--- src/rtl/alu_seq.sv ---
// alu_seq: handshaked registered ALU with single-cycle ops plus bit-serial rotate and shift-add multiply
module alu_seq #(
   parameter int WIDTH = 32
) (
   input  logic             clk,
   input  logic             rst_n,
   input  logic             in_valid,
   output logic             in_ready,
   input  logic [WIDTH-1:0] a,
   input  logic [WIDTH-1:0] b,
   input  logic [3:0]       func_sel,
   output logic             out_valid,
   input  logic             out_ready,
   output logic [WIDTH-1:0] r,
   output logic             ov_sgn,
   output logic             zero,
   output logic             err
);
   localparam int SHW = $clog2(WIDTH);
   localparam int CW  = SHW + 1;
   typedef enum logic [1:0] {IDLE, EXEC, DONE} state_t;
   state_t             state, state_nxt;
   logic [SHW-1:0]     n;
   logic               is_rot, is_mul_in, multi, last, accept;
   logic [WIDTH-1:0]   sc_r;
   logic               sc_ov, sc_err;
   logic               is_mul, dir;
   logic [CW-1:0]      cnt;
   logic [WIDTH-1:0]   wrk, mpl, rot_nxt, fin_r;
   logic [2*WIDTH-1:0] mcd, acc, acc_nxt;
   logic               fin_ov;

   assign n         = b[SHW-1:0];
   assign is_rot    = func_sel[2:0] == 3'b111;
   assign is_mul_in = func_sel == 4'b1000;
   assign multi     = is_mul_in || (is_rot && n != '0);
   assign accept    = in_valid && in_ready;
   assign last      = cnt == CW'(1);
   assign rot_nxt   = dir ? {wrk[0], wrk[WIDTH-1:1]} : {wrk[WIDTH-2:0], wrk[WIDTH-1]};
   assign acc_nxt   = acc + (mpl[0] ? mcd : '0);
   assign fin_r     = is_mul ? acc_nxt[WIDTH-1:0] : rot_nxt;
   assign fin_ov    = is_mul && acc_nxt[2*WIDTH-1:WIDTH] != '0;

   // single-cycle result; rotate yields a so that an amount of zero completes immediately
   always_comb begin
      sc_r   = '0;
      sc_ov  = 1'b0;
      sc_err = 1'b0;
      case (func_sel)
         4'b0000: {sc_ov, sc_r} = {1'b0, a} + {1'b0, b};
         4'b0001: begin
            sc_r  = a - b;
            sc_ov = a < b;
         end
         4'b0010: sc_r = {{(WIDTH-3){1'b0}}, a > b, a < b, a == b};
         4'b0011: sc_r = ~a + WIDTH'(1);
         4'b0100: sc_r = a & b;
         4'b0101: sc_r = a | b;
         4'b0110: sc_r = a ^ b;
         4'b0111, 4'b1111: sc_r = a;
         4'b1000: sc_r = '0;
         default: sc_err = 1'b1;
      endcase
   end

   // state register
   always_ff @(posedge clk or negedge rst_n) begin
      if (!rst_n) state <= IDLE;
      else        state <= state_nxt;
   end

   // next-state logic
   always_comb begin
      state_nxt = state;
      case (state)
         IDLE:    state_nxt = in_valid ? (multi ? EXEC : DONE) : IDLE;
         EXEC:    state_nxt = last ? DONE : EXEC;
         DONE:    state_nxt = out_ready ? IDLE : DONE;
         default: state_nxt = IDLE;
      endcase
   end

   // handshake outputs decoded from state
   always_comb begin
      in_ready  = state == IDLE;
      out_valid = state == DONE;
   end

   // datapath: capture on accept, iterate in EXEC, register final result on the edge into DONE
   always_ff @(posedge clk or negedge rst_n) begin
      if (!rst_n) begin
         is_mul <= 1'b0;
         dir    <= 1'b0;
         cnt    <= '0;
         wrk    <= '0;
         mpl    <= '0;
         mcd    <= '0;
         acc    <= '0;
         r      <= '0;
         ov_sgn <= 1'b0;
         zero   <= 1'b0;
         err    <= 1'b0;
      end else if (accept) begin
         is_mul <= is_mul_in;
         dir    <= func_sel[3];
         cnt    <= is_mul_in ? CW'(WIDTH) : CW'(n);
         wrk    <= a;
         mpl    <= b;
         mcd    <= {{WIDTH{1'b0}}, a};
         acc    <= '0;
         if (!multi) begin
            r      <= sc_r;
            ov_sgn <= sc_ov;
            zero   <= sc_r == '0;
            err    <= sc_err;
         end
      end else if (state == EXEC) begin
         cnt <= cnt - CW'(1);
         wrk <= rot_nxt;
         acc <= acc_nxt;
         mcd <= mcd << 1;
         mpl <= mpl >> 1;
         if (last) begin
            r      <= fin_r;
            ov_sgn <= fin_ov;
            zero   <= fin_r == '0;
            err    <= 1'b0;
         end
      end
   end
endmodule

--- config.mk ---
export PLATFORM = sky130hd
export DESIGN_NAME = alu_seq
export DESIGN_NICKNAME = d
export VERILOG_FILES = /design/src/rtl/alu_seq.sv
export SDC_FILE = /design/constraint.sdc
export NUM_CORES = 1
export LEC_CHECK = 0
export ABC_AREA = 0
export BUFFER_PORTS_ARGS = -buffer_cell sky130_fd_sc_hd__buf_2
export CORE_ASPECT_RATIO = 1.25
export CORE_MARGIN = 2
export CORE_UTILIZATION = 30
export CTS_BUF_LIST = sky130_fd_sc_hd__clkbuf_8 sky130_fd_sc_hd__clkbuf_16
export DETAILED_ROUTE_END_ITERATION = 16
export HOLD_SLACK_MARGIN = 0.05
export PLACE_DENSITY = 0.47
export SETUP_SLACK_MARGIN = 0.2
export SLEW_MARGIN = 10
export SYNTH_ARGS = -nofsm -noshare
export SYNTH_HDL_FRONTEND = slang
export SYNTH_SLANG_ARGS = --single-unit
--- constraint.sdc ---
create_clock -name clk -period 4.3 [get_ports clk]
set_input_delay 0.86 -clock clk [delete_from_list [all_inputs] [get_ports clk]]
set_output_delay 0.86 -clock clk [all_outputs]
set_load 0.005 [all_outputs]
==> impl_metrics.toml <==
[final_layout]
final_cells = 4261
final_util_pct = 41.1
fin_nets = 3544
drive_above_1_share_pct = 29.2
regArea_um2 = 5930
design_area_um2 = 29500
multi_input_area_um2 = 15700
syn_to_final_growth_pct = 36.5
nFillCells = 7311

[power]
p_per_area_nw_per_um2 = 449
switching_share_pct = 42.7
switchingPower_mw = 5.64
p_comb_share_pct = 52.4
internal_power_mw = 7.59
seqPwrFrac_pct = 27.3
ir_drop_v = 0.000359
p_leak_nw = 13.7
clock_power_share_pct = 20.4

[timing]
hold_violations = 0
fmax_mhz = 239
min_period_ns = 4.18
finalMaxSlewViolations = 0
skew_ns = 0.0155
tightestPinTransition_ns = 1.05
hold_slack_ns = 0.242
slew_headroom_pct = 29.9
setup-tns-final_ns = 0
post-route-period-util_pct = 97.2
rsz0062_at_grt = "yes"
setup_viol = 0

[yosys]
synth.net_count = 2992
yosys.area_share.simple_pct = 21.9
synthArstFlopShare_pct = 100
synthAdderAreaFrac_pct = 10.7
syn_inst = 2737
avgSynthCellArea_um2 = 7.89
synth_edf_count = 0
syn_area_um2 = 21600
synth-warning-count = 0
synth-seq-area-share_pct = 27.5
ys_types = 94
synth.area.mux_share_pct = 3.55
synth-compound-area-share_pct = 27.6
synth_top_family_by_area = "compound AO/OA/AOI/OAI gates"
synth_xor_area_share_pct = 3.45
synth_seq_cells = 237
yosys_most_used_dff = "dfrtp_1"

[floorplanning]
fp.dieH_um = 304
num_rows = 110
io_pins = 109
die_width_um = 244
die_area_um2 = 74200
start_util_pct = 30.1
core_um2 = 71700

[clocking]
cts_tree = "built"
cts_hold_buffers = 0
numCtsBuffers = 29
cts.clk_slew.worst_paths_ns = 0.06
clockRootBuffer = "clkbuf_16"
htree_levels = 1
clk_latency_ns = 0.60
cts.sinks = 237
clockBufferDepth = 3

[global_routing]
globalRouteOverflowTotal = 0
grt_pass1_vias = 23682
grt.total_usage_pct = 24.9
antenna_found_initial = 1
grt_pass1_wl_um = 144000
grt_max_degree = 121

[worst_setup_path]
critPathMaxFanout = 4
critPathKind = "reg2reg"
crit_required_ns = 4.82
cp.arrival_ns = 4.70
cp-start-kind = "flop"
end_kind = "flop"

[routing]
post_drt_wl_per_cell_um = 22.6
ant_nets = 0
via_count = 23312
drt_iter0_markers = 1541
routed_wl_um = 96300
drcViolationCount = 0
viasPerCell = 5.47
first_pass_iters = 6

[placed_design]
placed_area_um2 = 27000
place_inst = 4177
portBuffers = 108
dp.final_hpwl_um = 75200
gp_congestion = 0.945

[run]
maxCapViolations = 0

[run_status]
status = "completed"

[hold_path]
holdCritPathClass = "in2async"
[per-stage QoR]
step           setup slack, ns  power (mW)
2_1_floorplan            0.368        6.94
4_1_cts                 0.0446        12.7
6_report                 0.120        13.2
3_3_place_gp            -0.777        9.75
3_5_place_dp            -0.772        9.82
5_1_grt                0.00606        14.1
[metal layers]
layer  global-route usage (%)  vias up  wire (um)  part of all wire, %
met2                     43.9      672      47700                   49
met4                     9.29        0       4210                  4.4
met3                     2.18      172       4120                  4.3
met1                     31.3    11373      40300                   42
met5                        0        -          0                    0
li1                         -    11095          -                    -
[sequential cells by signal, indices dropped and copies added, names as in the netlist]
name and count:
r 32, mcd 64, mpl 32, ov_sgn 1, acc 64, state 2, dir 1, is_mul 1
err 1, wrk 32, cnt 6, zero 1
[cells by family after synthesis]
group / after synthesis
compound gates: 851
xor+xnor: 85
fa+ha+maj: 183
buf+inv: 298
flops: 237
mux: 73
simple gates: 1010
[cells in the mapped netlist (6+ instances only)]
cell type,n,area share (%)
mux2i_1,44,2.0
o2111ai_1,11,0.45
nand3_1,83,1.9
o21bai_1,33,1.1
a21o_1,43,1.5
a31oi_1,26,0.75
nor2b_1,17,0.49
nor4_1,29,0.84
a21oi_1,193,4.5
o21a_1,20,0.70
nor2_1,243,4.2
xnor2_1,64,2.6
o21ai_1,12,0.28
a41oi_1,6,0.24
xor2_1,21,0.85
inv_1,126,2.2
o221ai_1,29,1.2
nand2_1,374,6.5
nor3_1,54,1.3
a2111oi_0,6,0.24
nand4_1,43,1.2
and2_1,73,2.1
a22oi_1,41,1.4
o211ai_1,23,0.80
or4_1,7,0.24
nand2b_1,21,0.61
and3_1,13,0.38
o21ai_0,152,3.5
o22ai_1,16,0.46
clkbuf_1,126,2.2
mux2_2,28,1.5
a211oi_1,19,0.66
a221o_1,61,2.8
a22o_1,26,1.1
buf_2,20,0.46
buf_1,23,0.40
ha_1,180,10
a221oi_1,24,0.97
dfrtp_1,237,27
o31ai_1,26,0.90
or3_1,12,0.35
[what timing repair did]
| item | CTS | global route |
|---|---|---|
| gates cloned | 0 | 4 |
| setup buffers | 8 | 21 |
| setup endpoints to repair | 8 | 8 |
| pin swaps | 13 | 66 |
| gates resized for setup | 44 | 171 |
[final cells by class]
cell class	count	area share, %
sequential	237	20.1
inverter	129	1.64
tap	952	4.04
antenna	1	0.00849
clock inverter	14	0.632
clock buffer	36	2.79
multi-input combinational	2202	53.3
timing repair buffer	690	17.5
[critical path, cell delays in order, from the launching register on]
cell	delay (ns)
dfrtp_2	0.43
buf_6	0.13
and2_4	0.14
ha_4	0.16
fa_2	0.36
a21o_1	0.20
nand4_1	0.19
a21oi_4	0.11
o31ai_4	0.33
o21bai_1	0.16
xnor2_2	0.23
mux2i_2	0.14
or4_4	0.58
or4_4	0.45
nor4_4	0.16
buf_4	0.15
nand4_1	0.12
o211ai_2	0.09
[path summary, 6_finish.rpt]
check | startpoint | endpoint | slack, ns | cells past startpoint
worst max-delay path | mpl[0] | zero | 0.12 | 17
worst min-delay path | rst_n | mcd[34] | 0.24 | 1
worst max register to register | mpl[0] | zero | 0.12 | 17
worst min register to register | r[9] | r[9] | 0.48 | 2
max in group asynchronous | rst_n | mcd[61] | 3.13 | 2
min in group clk | r[9] | r[9] | 0.48 | 2
[power groups by stage]
stage               sequential [mW]  combinational, mW  clock (mW)
floorplan                      3.36               3.58           0
finish                         3.61               6.93        2.70
CTS                            3.57               6.33        2.78
global placement               3.58               6.17           0
global route                   3.69               7.53        2.85
detailed placement             3.60               6.22           0
[cells in the final DEF (no fill, tap or decap), types with 81 or more instances in the layout]
cell       n
nand3_1   81
nand2_1  371
buf_4    559
nor2_1   238
o21ai_0  136
dfrtp_1  236
ha_1     144
a21oi_1  172
buf_2    107
inv_1    126
Note: power is estimated with default switching activity, not from simulation.
